<file path="src/rtl/regfile_pkg.sv">
// Shared widths, constants and helpers for the general-purpose register file.
package regfile_pkg;

    localparam int unsigned DATA_W   = 32;
    localparam int unsigned ADDR_W   = 5;
    localparam int unsigned NUM_REGS = 1 << ADDR_W;

    typedef logic [DATA_W-1:0] word_t;
    typedef logic [ADDR_W-1:0] addr_t;

    localparam word_t ZERO_WORD    = '0;
    localparam addr_t NOP_REG_ADDR = '0;

    localparam logic WRITE_ENABLE  = 1'b1;
    localparam logic WRITE_DISABLE = 1'b0;
    localparam logic READ_ENABLE   = 1'b1;
    localparam logic READ_DISABLE  = 1'b0;

    // Reset is active-low across the whole pipeline
    localparam logic RST_ENABLE    = 1'b0;

    // Register $0 is hardwired to zero and never holds written data
    function automatic logic is_zero_reg(addr_t addr);
        return addr == NOP_REG_ADDR;
    endfunction

endpackage

</file>
<file path="src/rtl/regfile_if.sv">
// Bundle of the write-back port and the two decode read ports of the register file.
interface regfile_if;
    import regfile_pkg::*;

    logic  we;
    addr_t waddr;
    word_t wdata;

    logic  re1;
    addr_t raddr1;
    word_t rdata1;

    logic  re2;
    addr_t raddr2;
    word_t rdata2;

    // Pipeline side: drives requests, receives read data
    modport master (
        output we, waddr, wdata,
        output re1, raddr1,
        output re2, raddr2,
        input  rdata1, rdata2
    );

    // Register file side
    modport slave (
        input  we, waddr, wdata,
        input  re1, raddr1,
        input  re2, raddr2,
        output rdata1, rdata2
    );

endinterface

</file>
<file path="src/rtl/regfile_rd_port.sv">
// One combinational read port: reset/enable/$0 gating, then same-cycle write bypass, then storage.
module regfile_rd_port
    import regfile_pkg::*;
(
    input  logic  rst,
    input  logic  re,
    input  addr_t raddr,
    input  logic  we,
    input  addr_t waddr,
    input  word_t wdata,
    input  word_t word,
    output word_t rdata
);

    // Priority mux; $0 check precedes the bypass so a write to $0 never leaks out
    always_comb begin
        rdata = ZERO_WORD;
        if (rst == RST_ENABLE) begin
            rdata = ZERO_WORD;
        end else if (re != READ_ENABLE) begin
            rdata = ZERO_WORD;
        end else if (is_zero_reg(raddr)) begin
            rdata = ZERO_WORD;
        end else if (we == WRITE_ENABLE && waddr == raddr) begin
            rdata = wdata;
        end else begin
            rdata = word;
        end
    end

endmodule

</file>
<file path="src/rtl/regfile.sv">
// 32 x 32-bit MIPS register file with two bypassed combinational read ports and one write port.
module regfile
    import regfile_pkg::*;
(
    input  logic      clk,
    input  logic      rst,
    regfile_if.slave  rf
);

    word_t regs_q [NUM_REGS];
    word_t regs_d [NUM_REGS];

    // Next-state storage: commit the write-back unless it targets $0
    always_comb begin
        regs_d = regs_q;
        if (rf.we == WRITE_ENABLE && !is_zero_reg(rf.waddr)) begin
            regs_d[rf.waddr] = rf.wdata;
        end
        regs_d[0] = ZERO_WORD;
    end

    // Storage register; asynchronous reset clears every entry and drops any in-flight write
    always_ff @(posedge clk or negedge rst) begin
        if (!rst) begin
            regs_q <= '{default: ZERO_WORD};
        end else begin
            regs_q <= regs_d;
        end
    end

    regfile_rd_port u_rd_port1 (
        .rst   (rst),
        .re    (rf.re1),
        .raddr (rf.raddr1),
        .we    (rf.we),
        .waddr (rf.waddr),
        .wdata (rf.wdata),
        .word  (regs_q[rf.raddr1]),
        .rdata (rf.rdata1)
    );

    regfile_rd_port u_rd_port2 (
        .rst   (rst),
        .re    (rf.re2),
        .raddr (rf.raddr2),
        .we    (rf.we),
        .waddr (rf.waddr),
        .wdata (rf.wdata),
        .word  (regs_q[rf.raddr2]),
        .rdata (rf.rdata2)
    );

endmodule

</file>
<file path="src/flat_wrapper.sv">
// flat-port wrapper written by rule: the top's interface ports become plain ports
module regfile_flat import regfile_pkg::*;
  (clk, rst, rf_we, rf_waddr, rf_wdata, rf_re1, rf_raddr1, rf_re2, rf_raddr2, rf_rdata1, rf_rdata2);
  regfile_if rf_i ();
  input  logic clk;
  input  logic rst;
  input wire logic [$bits(rf_i.we)-1:0] rf_we;
  input wire logic [$bits(rf_i.waddr)-1:0] rf_waddr;
  input wire logic [$bits(rf_i.wdata)-1:0] rf_wdata;
  input wire logic [$bits(rf_i.re1)-1:0] rf_re1;
  input wire logic [$bits(rf_i.raddr1)-1:0] rf_raddr1;
  input wire logic [$bits(rf_i.re2)-1:0] rf_re2;
  input wire logic [$bits(rf_i.raddr2)-1:0] rf_raddr2;
  output wire logic [$bits(rf_i.rdata1)-1:0] rf_rdata1;
  output wire logic [$bits(rf_i.rdata2)-1:0] rf_rdata2;
  assign rf_i.we = rf_we;
  assign rf_i.waddr = rf_waddr;
  assign rf_i.wdata = rf_wdata;
  assign rf_i.re1 = rf_re1;
  assign rf_i.raddr1 = rf_raddr1;
  assign rf_i.re2 = rf_re2;
  assign rf_i.raddr2 = rf_raddr2;
  assign rf_rdata1 = rf_i.rdata1;
  assign rf_rdata2 = rf_i.rdata2;
  regfile u_core (.clk(clk), .rst(rst), .rf(rf_i));
endmodule
</file>
<file path="config.mk">
export PLATFORM = sky130hd
export DESIGN_NAME = regfile_flat
export DESIGN_NICKNAME = d
export VERILOG_FILES = /design/src/rtl/regfile_pkg.sv /design/src/rtl/regfile_if.sv /design/src/rtl/regfile_rd_port.sv /design/src/rtl/regfile.sv /design/src/flat_wrapper.sv
export SDC_FILE = /design/constraint.sdc
export NUM_CORES = 2
export LEC_CHECK = 0
export BUFFER_PORTS_ARGS = -buffer_cell sky130_fd_sc_hd__buf_4
export CELL_PAD_IN_SITES_DETAIL_PLACEMENT = 0
export CELL_PAD_IN_SITES_GLOBAL_PLACEMENT = 1
export CORE_AREA = 2 2 371 300
export DETAILED_ROUTE_END_ITERATION = 8
export DIE_AREA = 0 0 373 302
export PLACE_DENSITY_LB_ADDON = 0.15
export RECOVER_POWER = 100
export SETUP_SLACK_MARGIN = 0.05
export SKIP_CTS_REPAIR_TIMING = 1
export SLEW_MARGIN = 25
export SYNTH_ARGS = -nofsm -noshare
export SYNTH_HDL_FRONTEND = slang
export SYNTH_SLANG_ARGS = --single-unit
</file>
<file path="constraint.sdc">
create_clock -name clk -period 4.23 [get_ports clk]
set_clock_uncertainty 0.15 [all_clocks]
set_input_delay 1.0575 -clock clk [delete_from_list [all_inputs] [get_ports clk]]
set_output_delay 1.0575 -clock clk [all_outputs]
set_load 0.01 [all_outputs]
</file>
==> flow_metrics.tcl <==
set metrics [dict create \
    grt_max_degree 206 \
    setup_viol 24 \
    die_y_um 302 \
    worst_slew_pin_slew_ns 2.35 \
    synth_top_area_cell "dfrtp_1" \
    drv_slew 945 \
    top_layer_used "met5" \
    worst_r2r_endpoint "u_core.regs_q[942]$_DFFE_PN0P_" \
    synthMuxAreaShare 0.437 \
    fmax_ghz 0.231 \
    reg_top3 "u_core.regs_q (992)" \
    hpwl_mm 122 \
    post-route-period-util 1.02 \
    cap_viol_max_count 25 \
    synthTopCellsByArea "dfrtp_1 46%, mux2_2 23%, mux4_2 18%" \
    synth_compound_area_frac 0.0469 \
    rsz0062_at_grt "yes" \
    grt_pass1_vias 39024 \
    clock_path_buffers 3 \
    io_pins 116 \
    insertion_delay_ns 0.71 \
    power.density_nw_per_um2 446 \
    num-fill-cells 8243 \
    grt_pass1_wl_mm 282 \
    min_path_type "reg2reg" \
    yosys.area_share.xor_xnor 0.00162 \
    wl_met3_mm 20.0 \
    drive_above_1_share 0.605 \
    initial_core_util 0.495 \
    criticalPathCategory "in2out" \
    met1_length_mm 82.6 \
    grtUsageTotal 0.346 \
    holdPathEnd "u_core.regs_q[31]$_DFFE_PN0P_" \
    synth.top_cell.area_share 0.459 \
    vias_per_cell 6.91 \
    postPlaceCellArea_um2 59200 \
    reg2reg_from "u_core.regs_q[942]$_DFFE_PN0P_" \
    cp-start-kind "input port" \
    largest_register_ffs 992 \
    syn-cell-area_um2 54000 \
    antenna_found_initial 5 \
    leakage_nw 28.5 \
    wirelength_mm 202 \
    portBuffers 115 \
    synthArstFlopShare 1.00 \
    place_ws_ns -0.416 \
    drtAntennaViolNets 0 \
    final_nets 4110 \
    top_register "u_core.regs_q" \
    wl_met2_mm 90.4 \
    synth_edf_count 0 \
    place_congestion 0.878 \
    synth_top_family_by_area "multiplexers" \
    drt-pass1-iter-count 6 \
    worst_slack_ns -0.103 \
    min_from "u_core.regs_q[31]$_DFFE_PN0P_" \
    cts_tree "done" \
    design_area_um2 65700 \
    arrival_ns 3.13 \
    r2r_cells 1 \
    cts.sinks 992 \
    syn_nets 3752 \
    cp.required_ns 3.02 \
    die_x_um 373 \
    hold_violations 0 \
    dieArea_um2 113000 \
    grt-ovfl-total 0 \
    numCtsBuffers 106 \
    core_area_um2 109000 \
    max_slew_margin -0.568 \
    drc 0 \
    cts_max_level 3 \
    whs_path_depth 1 \
    clkTransAtPathRegs_ns 0.05 \
    min_period_ns 4.33 \
    netlist_instances 3700 \
    synth_fa_ha_area_frac 0 \
    yosys_warnings 0 \
    endpoint_kind "primary output" \
    wl_per_cell_um 36.2 \
    num_vias 38595 \
    avgSynthCellArea_um2 14.6 \
    status "finished, violations left" \
    ctsRootBufferMaster "clkbuf_16" \
    synthFlopType "dfrtp_1" \
    ys_ff_latch 992 \
    synth.yosys.seq_area_share 0.459 \
    area_growth_syn_to_layout_pct 21.6 \
    ir_worst_vdd_mv 0.314 \
    synthSimpleGateAreaFrac 0.0204 \
    rows 109 \
    rrSetupSlack_ns 3.25 \
    violations "capacitance limit, slew limit, setup timing" \
    drt_iter0_markers 4087 \
    worst-path-max-fanout 11 \
    synth_cell_types 53 \
]
-- power breakdown --
group	internal (mW)	switching, mW
Combinational	4.03	2.71
Clock	5.69	4.08
Sequential	11.4	1.47
-- area by class of cell --
cell class | instances | area (µm²) | share of cell area
Timing Repair Buffer | 650 | 6940 | 0.106
Clock buffer | 156 | 3270 | 0.0498
Inverter | 9 | 41.3 | 0.000629
Multi-Input combinational cell | 2299 | 28500 | 0.433
Sequential cell | 992 | 24800 | 0.378
Clock inverter | 35 | 355 | 0.00541
Tap cell | 1443 | 1810 | 0.0275
Antenna cell | 2 | 5.00 | 0.0000762
-- synthesized netlist by cell type (4+ instances only) --
cell type and n:
mux2_2 1090, dfrtp_1 992, mux4_2 428, clkbuf_1 198
mux2i_1 169, buf_2 93, nor2_1 85, nand2_1 75
o21ai_0 69, a221oi_1 66, buf_1 59, a21oi_1 41
buf_4 38, o22ai_1 35, a211oi_1 31, nand3_1 31
a22oi_1 17, a221o_1 16, a22o_1 15, a2111oi_0 11
buf_6 11, and2_1 10, o31ai_1 10, nor3_1 9
o2111ai_1 9, a31oi_1 8, xor2_1 8, inv_1 7
nand3b_1 7, o21a_1 7, nor2b_1 6, o32ai_1 6
nor3b_1 5, o2bb2ai_1 5, a21o_1 4
-- through the flow --
step	cells	total power, mW	hold slack [ns]	TNS [ns]	utilization
finish	5586	29.3	0.373	-0.908	0.601
CTS	5441	28.8	0.182	-11.31	0.575
detailed placement	5250	19.0	0.361	-10.95	0.542
floorplan	3700	16.8	0.341	0	-
global placement	5250	18.6	0.349	-10.93	0.542
global route	5585	30.4	0.383	-11.40	0.601
-- per-layer routing --
layer,vias up,track usage
met3,523,0.0791
met1,20817,0.488
met5,-,0
met4,9,0.127
met2,2175,0.527
li1,15071,-
-- worst max-delay path, stage by stage --
cell and delay, ns:
buf_16 0.13, buf_16 0.19, buf_4 0.14, mux4_2 0.50
mux4_2 0.47, a22oi_2 0.33, a21oi_1 0.12, buf_4 0.15
-- cell usage in the layout (no fill, tap or decap), types with 7 or more instances in the layout --
cell type / synthesis / final
o21a_1: 7 / 7
mux4_2: 428 / 428
nand3_1: 31 / 23
a22oi_1: 17 / 12
buf_8: 0 / 14
nor2_1: 85 / 70
o22ai_1: 35 / 26
a221oi_2: 0 / 20
a22o_1: 15 / 15
clkinv_2: 0 / 20
nor2_2: 0 / 7
a2111oi_2: 0 / 8
mux2i_1: 169 / 149
a211oi_2: 0 / 19
buf_12: 0 / 100
clkbuf_16: 0 / 134
buf_16: 0 / 18
a21oi_1: 41 / 21
dfrtp_1: 992 / 992
nand3b_1: 7 / 7
mux2i_2: 0 / 17
o22ai_2: 0 / 9
clkbuf_2: 1 / 34
and2_1: 10 / 9
o21ai_0: 69 / 59
nor2_4: 0 / 8
clkbuf_8: 0 / 28
buf_4: 38 / 393
buf_6: 11 / 40
a21oi_2: 0 / 19
clkbuf_1: 198 / 40
mux2_2: 1090 / 1086
a31oi_1: 8 / 8
clkinvlp_4: 0 / 7
a221oi_1: 66 / 44
a221o_1: 16 / 16
nand2_1: 75 / 68
-- logic make-up (layout without fill, tap and decap cells) --
kind of cell | after synthesis | in the layout
other | 0 | 2
muxes | 1688 | 1688
xor gates and xnor gates | 10 | 10
DFF | 992 | 992
buffers and inverters | 409 | 850
and+or+nand+nor | 245 | 245
AOI/OAI and AO/OA | 356 | 356
-- how the worst max path moves through the flow --
stage,startpoint,cells after the start,endpoint
floorplan,rf_raddr1[1],7,rf_rdata1[10]
global placement,rf_raddr1[0],10,rf_rdata1[0]
detailed placement,rf_raddr2[0],10,rf_rdata2[31]
CTS,rf_raddr2[0],10,rf_rdata2[31]
global route,rf_raddr1[1],12,rf_rdata1[8]
finish,rf_raddr2[0],8,rf_rdata2[8]
No activity file was read; power rests on OpenSTA's default activity.
